`config.mk`:
```
export PLATFORM = sky130hd
export DESIGN_NAME = ifu
export DESIGN_NICKNAME = d
export VERILOG_FILES = /design/src/rtl/ifu.sv
export SDC_FILE = /design/constraint.sdc
export NUM_CORES = 1
export LEC_CHECK = 0
export BUFFER_PORTS_ARGS = -buffer_cell sky130_fd_sc_hd__clkbuf_2
export CAP_MARGIN = 20
export CORE_AREA = 2 2 128 130
export DETAILED_ROUTE_END_ITERATION = 8
export DIE_AREA = 0 0 130 132
export GPL_ROUTABILITY_DRIVEN = 1
export GPL_TIMING_DRIVEN = 0
export PLACE_DENSITY_LB_ADDON = 0.1
export SYNTH_ARGS = -nofsm -noshare
export SYNTH_HDL_FRONTEND = slang
export SYNTH_SLANG_ARGS = --single-unit
export TNS_END_PERCENT = 30
```
`constraint.sdc`:
```
create_clock -name clk -period 5.73 [get_ports clk]
set_input_delay 1.146 -clock clk [delete_from_list [all_inputs] [get_ports clk]]
set_output_delay 1.146 -clock clk [all_outputs]
set_load 0.02 [all_outputs]
```
`src/rtl/ifu.sv`:
```
// Instruction fetch unit: one outstanding word read to imem, a small FIFO of
// fetched words, and a valid/ready head toward decode. Redirects flush and refetch.
module ifu #(
    parameter int               XLEN         = 32,
    parameter logic [XLEN-1:0]  RESET_VECTOR = '0,
    parameter int               DEPTH        = 2
) (
    input  logic            clk,
    input  logic            reset_n,
    output logic            imem_re,
    output logic [XLEN-1:0] imem_addr,
    input  logic            imem_ack,
    input  logic [31:0]     imem_rdata,
    input  logic            redirect,
    input  logic [XLEN-1:0] redirect_pc,
    output logic            instr_valid,
    input  logic            instr_ready,
    output logic [29:0]     instr_out,
    output logic [XLEN-1:0] instr_pc,
    output logic            instr_illegal
);

    localparam int PW = $clog2(DEPTH);
    localparam logic [PW:0] DEPTH_C = (PW+1)'(DEPTH);

    typedef enum logic [1:0] {IDLE, WAIT, DROP} state_t;

    state_t          state_reg, state_next;
    logic            imem_re_next;
    logic [XLEN-1:0] imem_addr_next;
    logic [XLEN-1:0] fetch_pc_reg, fetch_pc_next;
    logic [PW:0]     count_reg;
    logic [PW-1:0]   wr_ptr_reg, rd_ptr_reg;
    logic            push, pop;

    logic [29:0]     word_mem [DEPTH];
    logic [XLEN-1:0] pc_mem   [DEPTH];
    logic            ill_mem  [DEPTH];
    logic [DEPTH-1:0] entry_we;

    // Low address bits of a redirect target are ignored by construction.
    logic unused_redirect_bits;
    assign unused_redirect_bits = ^redirect_pc[1:0];

    assign instr_valid   = (count_reg != '0);
    assign pop           = instr_valid && instr_ready;
    assign instr_out     = word_mem[rd_ptr_reg];
    assign instr_pc      = pc_mem[rd_ptr_reg];
    assign instr_illegal = ill_mem[rd_ptr_reg];

    always_comb begin
        state_next     = state_reg;
        imem_re_next   = imem_re;
        imem_addr_next = imem_addr;
        fetch_pc_next  = fetch_pc_reg;
        push           = 1'b0;
        case (state_reg)
            IDLE: begin
                // Only issue when the response is guaranteed a free slot.
                if (!redirect && (count_reg < DEPTH_C)) begin
                    state_next     = WAIT;
                    imem_re_next   = 1'b1;
                    imem_addr_next = fetch_pc_reg;
                end
            end
            WAIT: begin
                if (imem_ack) begin
                    state_next   = IDLE;
                    imem_re_next = 1'b0;
                    if (!redirect) begin
                        push          = 1'b1;
                        fetch_pc_next = fetch_pc_reg + XLEN'(4);
                    end
                end else if (redirect) begin
                    state_next = DROP;
                end
            end
            DROP: begin
                if (imem_ack) begin
                    state_next   = IDLE;
                    imem_re_next = 1'b0;
                end
            end
            default: state_next = IDLE;
        endcase
        if (redirect) begin
            fetch_pc_next = {redirect_pc[XLEN-1:2], 2'b00};
        end
    end

    always_ff @(posedge clk or negedge reset_n) begin
        if (!reset_n) begin
            state_reg    <= IDLE;
            imem_re      <= 1'b0;
            imem_addr    <= RESET_VECTOR;
            fetch_pc_reg <= RESET_VECTOR;
        end else begin
            state_reg    <= state_next;
            imem_re      <= imem_re_next;
            imem_addr    <= imem_addr_next;
            fetch_pc_reg <= fetch_pc_next;
        end
    end

    always_ff @(posedge clk or negedge reset_n) begin
        if (!reset_n) begin
            count_reg  <= '0;
            wr_ptr_reg <= '0;
            rd_ptr_reg <= '0;
        end else if (redirect) begin
            count_reg  <= '0;
            wr_ptr_reg <= '0;
            rd_ptr_reg <= '0;
        end else begin
            if (push) wr_ptr_reg <= wr_ptr_reg + PW'(1);
            if (pop)  rd_ptr_reg <= rd_ptr_reg + PW'(1);
            case ({push, pop})
                2'b10:   count_reg <= count_reg + (PW+1)'(1);
                2'b01:   count_reg <= count_reg - (PW+1)'(1);
                default: count_reg <= count_reg;
            endcase
        end
    end

    for (genvar gi = 0; gi < DEPTH; gi++) begin : g_we
        assign entry_we[gi] = push && (wr_ptr_reg == PW'(gi));
    end

    always_ff @(posedge clk or negedge reset_n) begin
        if (!reset_n) begin
            for (int i = 0; i < DEPTH; i++) begin
                word_mem[i] <= '0;
                pc_mem[i]   <= '0;
                ill_mem[i]  <= 1'b0;
            end
        end else begin
            for (int i = 0; i < DEPTH; i++) begin
                if (entry_we[i]) begin
                    word_mem[i] <= imem_rdata[31:2];
                    pc_mem[i]   <= imem_addr;
                    ill_mem[i]  <= (imem_rdata[1:0] != 2'b11);
                end
            end
        end
    end

endmodule

```
==> results.ini <==
[clock_tree]
htree_num_levels=4
cts.sinks=189
cts_resized=0
postCtsSetupBuffers=0
hold_buffers=0
tritoncts=done
cts-root-buf=clkbuf_16
clock_path_buffers=2
clk_pin_slew_ps=70
clk_latency_ps=420
cts_made_buffers=17

[global_routing]
grt_use_met1_pct=31.2
met2_usage_pct=37.7
overflow=0
grt_use_total_pct=23.1
grt_pass1_vias=6067
use_met3_pct=4.55
grt_pass1_wl_um=31100
antenna_found_initial=0
grt_start_max_net_pins=103
top_usage_layer=met2

[synthesis]
synth_xor_area_share_pct=1.23
avgSynthCellArea_sq_um=13.3
synth_adder_area_share_pct=0.877
yosysSeqAreaShare_pct=55.3
yosysTopAreaCell=dfrtp_1
synth_edf_count=0
async_flop_share_pct=100
synth.area.top_cells=dfrtp_1 55%, mux2_2 28%, o21ai_0 1.3%
postSynthCellCount=642
synth_area_sq_um=8560
synth_top_area_share_pct=55.3
synthSimpleGateAreaFrac_pct=7.38
ys.flop_type=dfrtp_1
yosysUniqueCellTypes=44
synthMuxAreaShare_pct=28.2
synth_compound_area_share_pct=4.12
synth_top_family_by_area=multiplexers
yosysWarnings=0
ys_ff_latch=189

[cells_and_area]
area_growth_pct=20.2
final_nets=899
top_regs=pc_mem (60), word_mem (60)
drive_above_1_share_pct=50.7
fillers=1235
final_cells=1053
antenna_cells=0

[floorplanning]
core_region_area_sq_um=15700
chipWidth_um=130
placementRows=46
fp.dieArea_sq_um=17200
initial_utilization_pct=54.5
io_pins=166
die_h_um=132

[timing]
holdWs_ps=497
hold_violations=0
report.final.slew_viol_count=0
skew_ps=8.36
rsz0062_at_grt=false
setup_violations=0
layout_min_cycle_time_ps=3560
period_share_pct=62.2
fin_tns_setup_ps=0
fmax_mhz=281
worst_pin_slew_ps=803
slew_headroom_pct=46.5

[hold_path]
holdPathStages=1
min_path_type=register to register

[setup_path]
cp_max_fo=10
crit_path_start_kind=register
critPathKind=register to output port
cp.required_ps=4580
critPathArrivalTime_ps=2420
reg2regPathDepth=7
r2r_setup_slack_ps=3080
cp-end-kind=output port

[status]
status=complete, no violations

[power_and_ir_drop]
peakVddDrop_uv=246
power_density_nw_per_um2=529
total_leakage_power_uw=0.00469

[drt]
ant_nets=0
routed_wl_um=19100
drtPass1Iterations=4
drc=0
viasPerCell=5.52
routed-via-count=5817
drt-wirelength-per-cell_um=18.2
drtIter0Drc=304

[placement]
dpl.hpwl_um=13600
place.gp.congestion=0.873
numPortBuffers=159
dp_cells=1021

[flow_run]
cap_violations=0

report_power, final:
group | switching [uW] | internal [uW]
Sequential | 343 | 1870
Combinational | 1040 | 951
Clock | 495 | 743
worst max-delay path, stage by stage, from the launching register on:
cell and delay [ps]:
dfrtp_1 320, clkbuf_1 440, clkbuf_1 670, mux2_2 410, clkbuf_2 160
logic make-up after synthesis:
group / Yosys count
AO/OA/AOI/OAI: 57
XOR/XNOR: 12
adder cells (fa/ha/maj): 6
buffers and inverters: 49
flip-flops: 189
multiplexers: 215
other: 1
AND/OR/NAND/NOR: 113
Yosys cell counts, types with 2 or more instances:
master	n
a21oi_1	2
or3_1	6
clkbuf_1	24
ha_1	6
nor2b_1	2
mux2i_1	3
o21ai_0	23
a31oi_1	16
buf_6	2
nor2_1	20
nand3_2	2
xnor2_1	5
or4_1	12
nand3_1	11
nand4_1	11
nand2_1	27
and4_2	2
nor3_1	2
buf_2	8
xor2_1	7
buf_4	6
o31ai_1	8
or2_2	2
dfrtp_1	189
and4_1	5
inv_1	6
o211ai_1	3
and3_1	2
mux2_2	212
nor3b_1	3
dlygate4sd1_1	2
per-stage QoR:
step | util (%) | total power (uW) | area [sq um] | setup WS (ps)
floorplan | - | 3560 | 8570 | 3260
global placement | 61.3 | 4130 | 9630 | 187
detailed placement | 61.5 | 4240 | 9670 | 2630
CTS | 65.5 | 5480 | 10300 | 2190
global route | 65.5 | 5740 | 10300 | 2050
finish | 65.5 | 5440 | 10300 | 2170
worst paths after layout:
path / from / to
min in group asynchronous: reset_n / word_mem[5]
worst max register to register: state_reg[1] / pc_mem[56]
max in group asynchronous: reset_n / fetch_pc_reg[10]
worst min register to register: ill_mem[0] / ill_mem[0]
worst max-delay path: rd_ptr_reg / instr_pc[24]
worst min-delay path: ill_mem[0] / ill_mem[0]
metal layers:
metal	part of all wire (%)	vias to the layer above	wire length [um]
met5	0	-	0
met4	1.6	0	308
met3	4.6	24	886
met2	50	166	9520
met1	44	2941	8420
li1	-	2686	-
layout by cell type, fill, tap and decap left out, drive strengths merged, types with 8 or more instances in the layout:
cell      n
buf      17
nand3    13
o21ai    23
a31oi    16
o31ai     8
nand4    11
clkbuf  205
nor2     20
or4      13
nand2    27
dfrtp   189
mux2    212
area by class of cell:
type / count / area [sq um] / share of cell area, %
Buffer: 42 / 215 / 2.09
Clock buffer: 22 / 454 / 4.41
Clock inverter: 10 / 164 / 1.59
Inverter: 7 / 26.3 / 0.255
Multi-Input combinational cell: 407 / 3600 / 35.0
Sequential cell: 189 / 4730 / 46.0
Tap cell: 216 / 270 / 2.63
Timing Repair Buffer: 160 / 832 / 8.09
No activity file was read; power rests on OpenSTA's default activity.
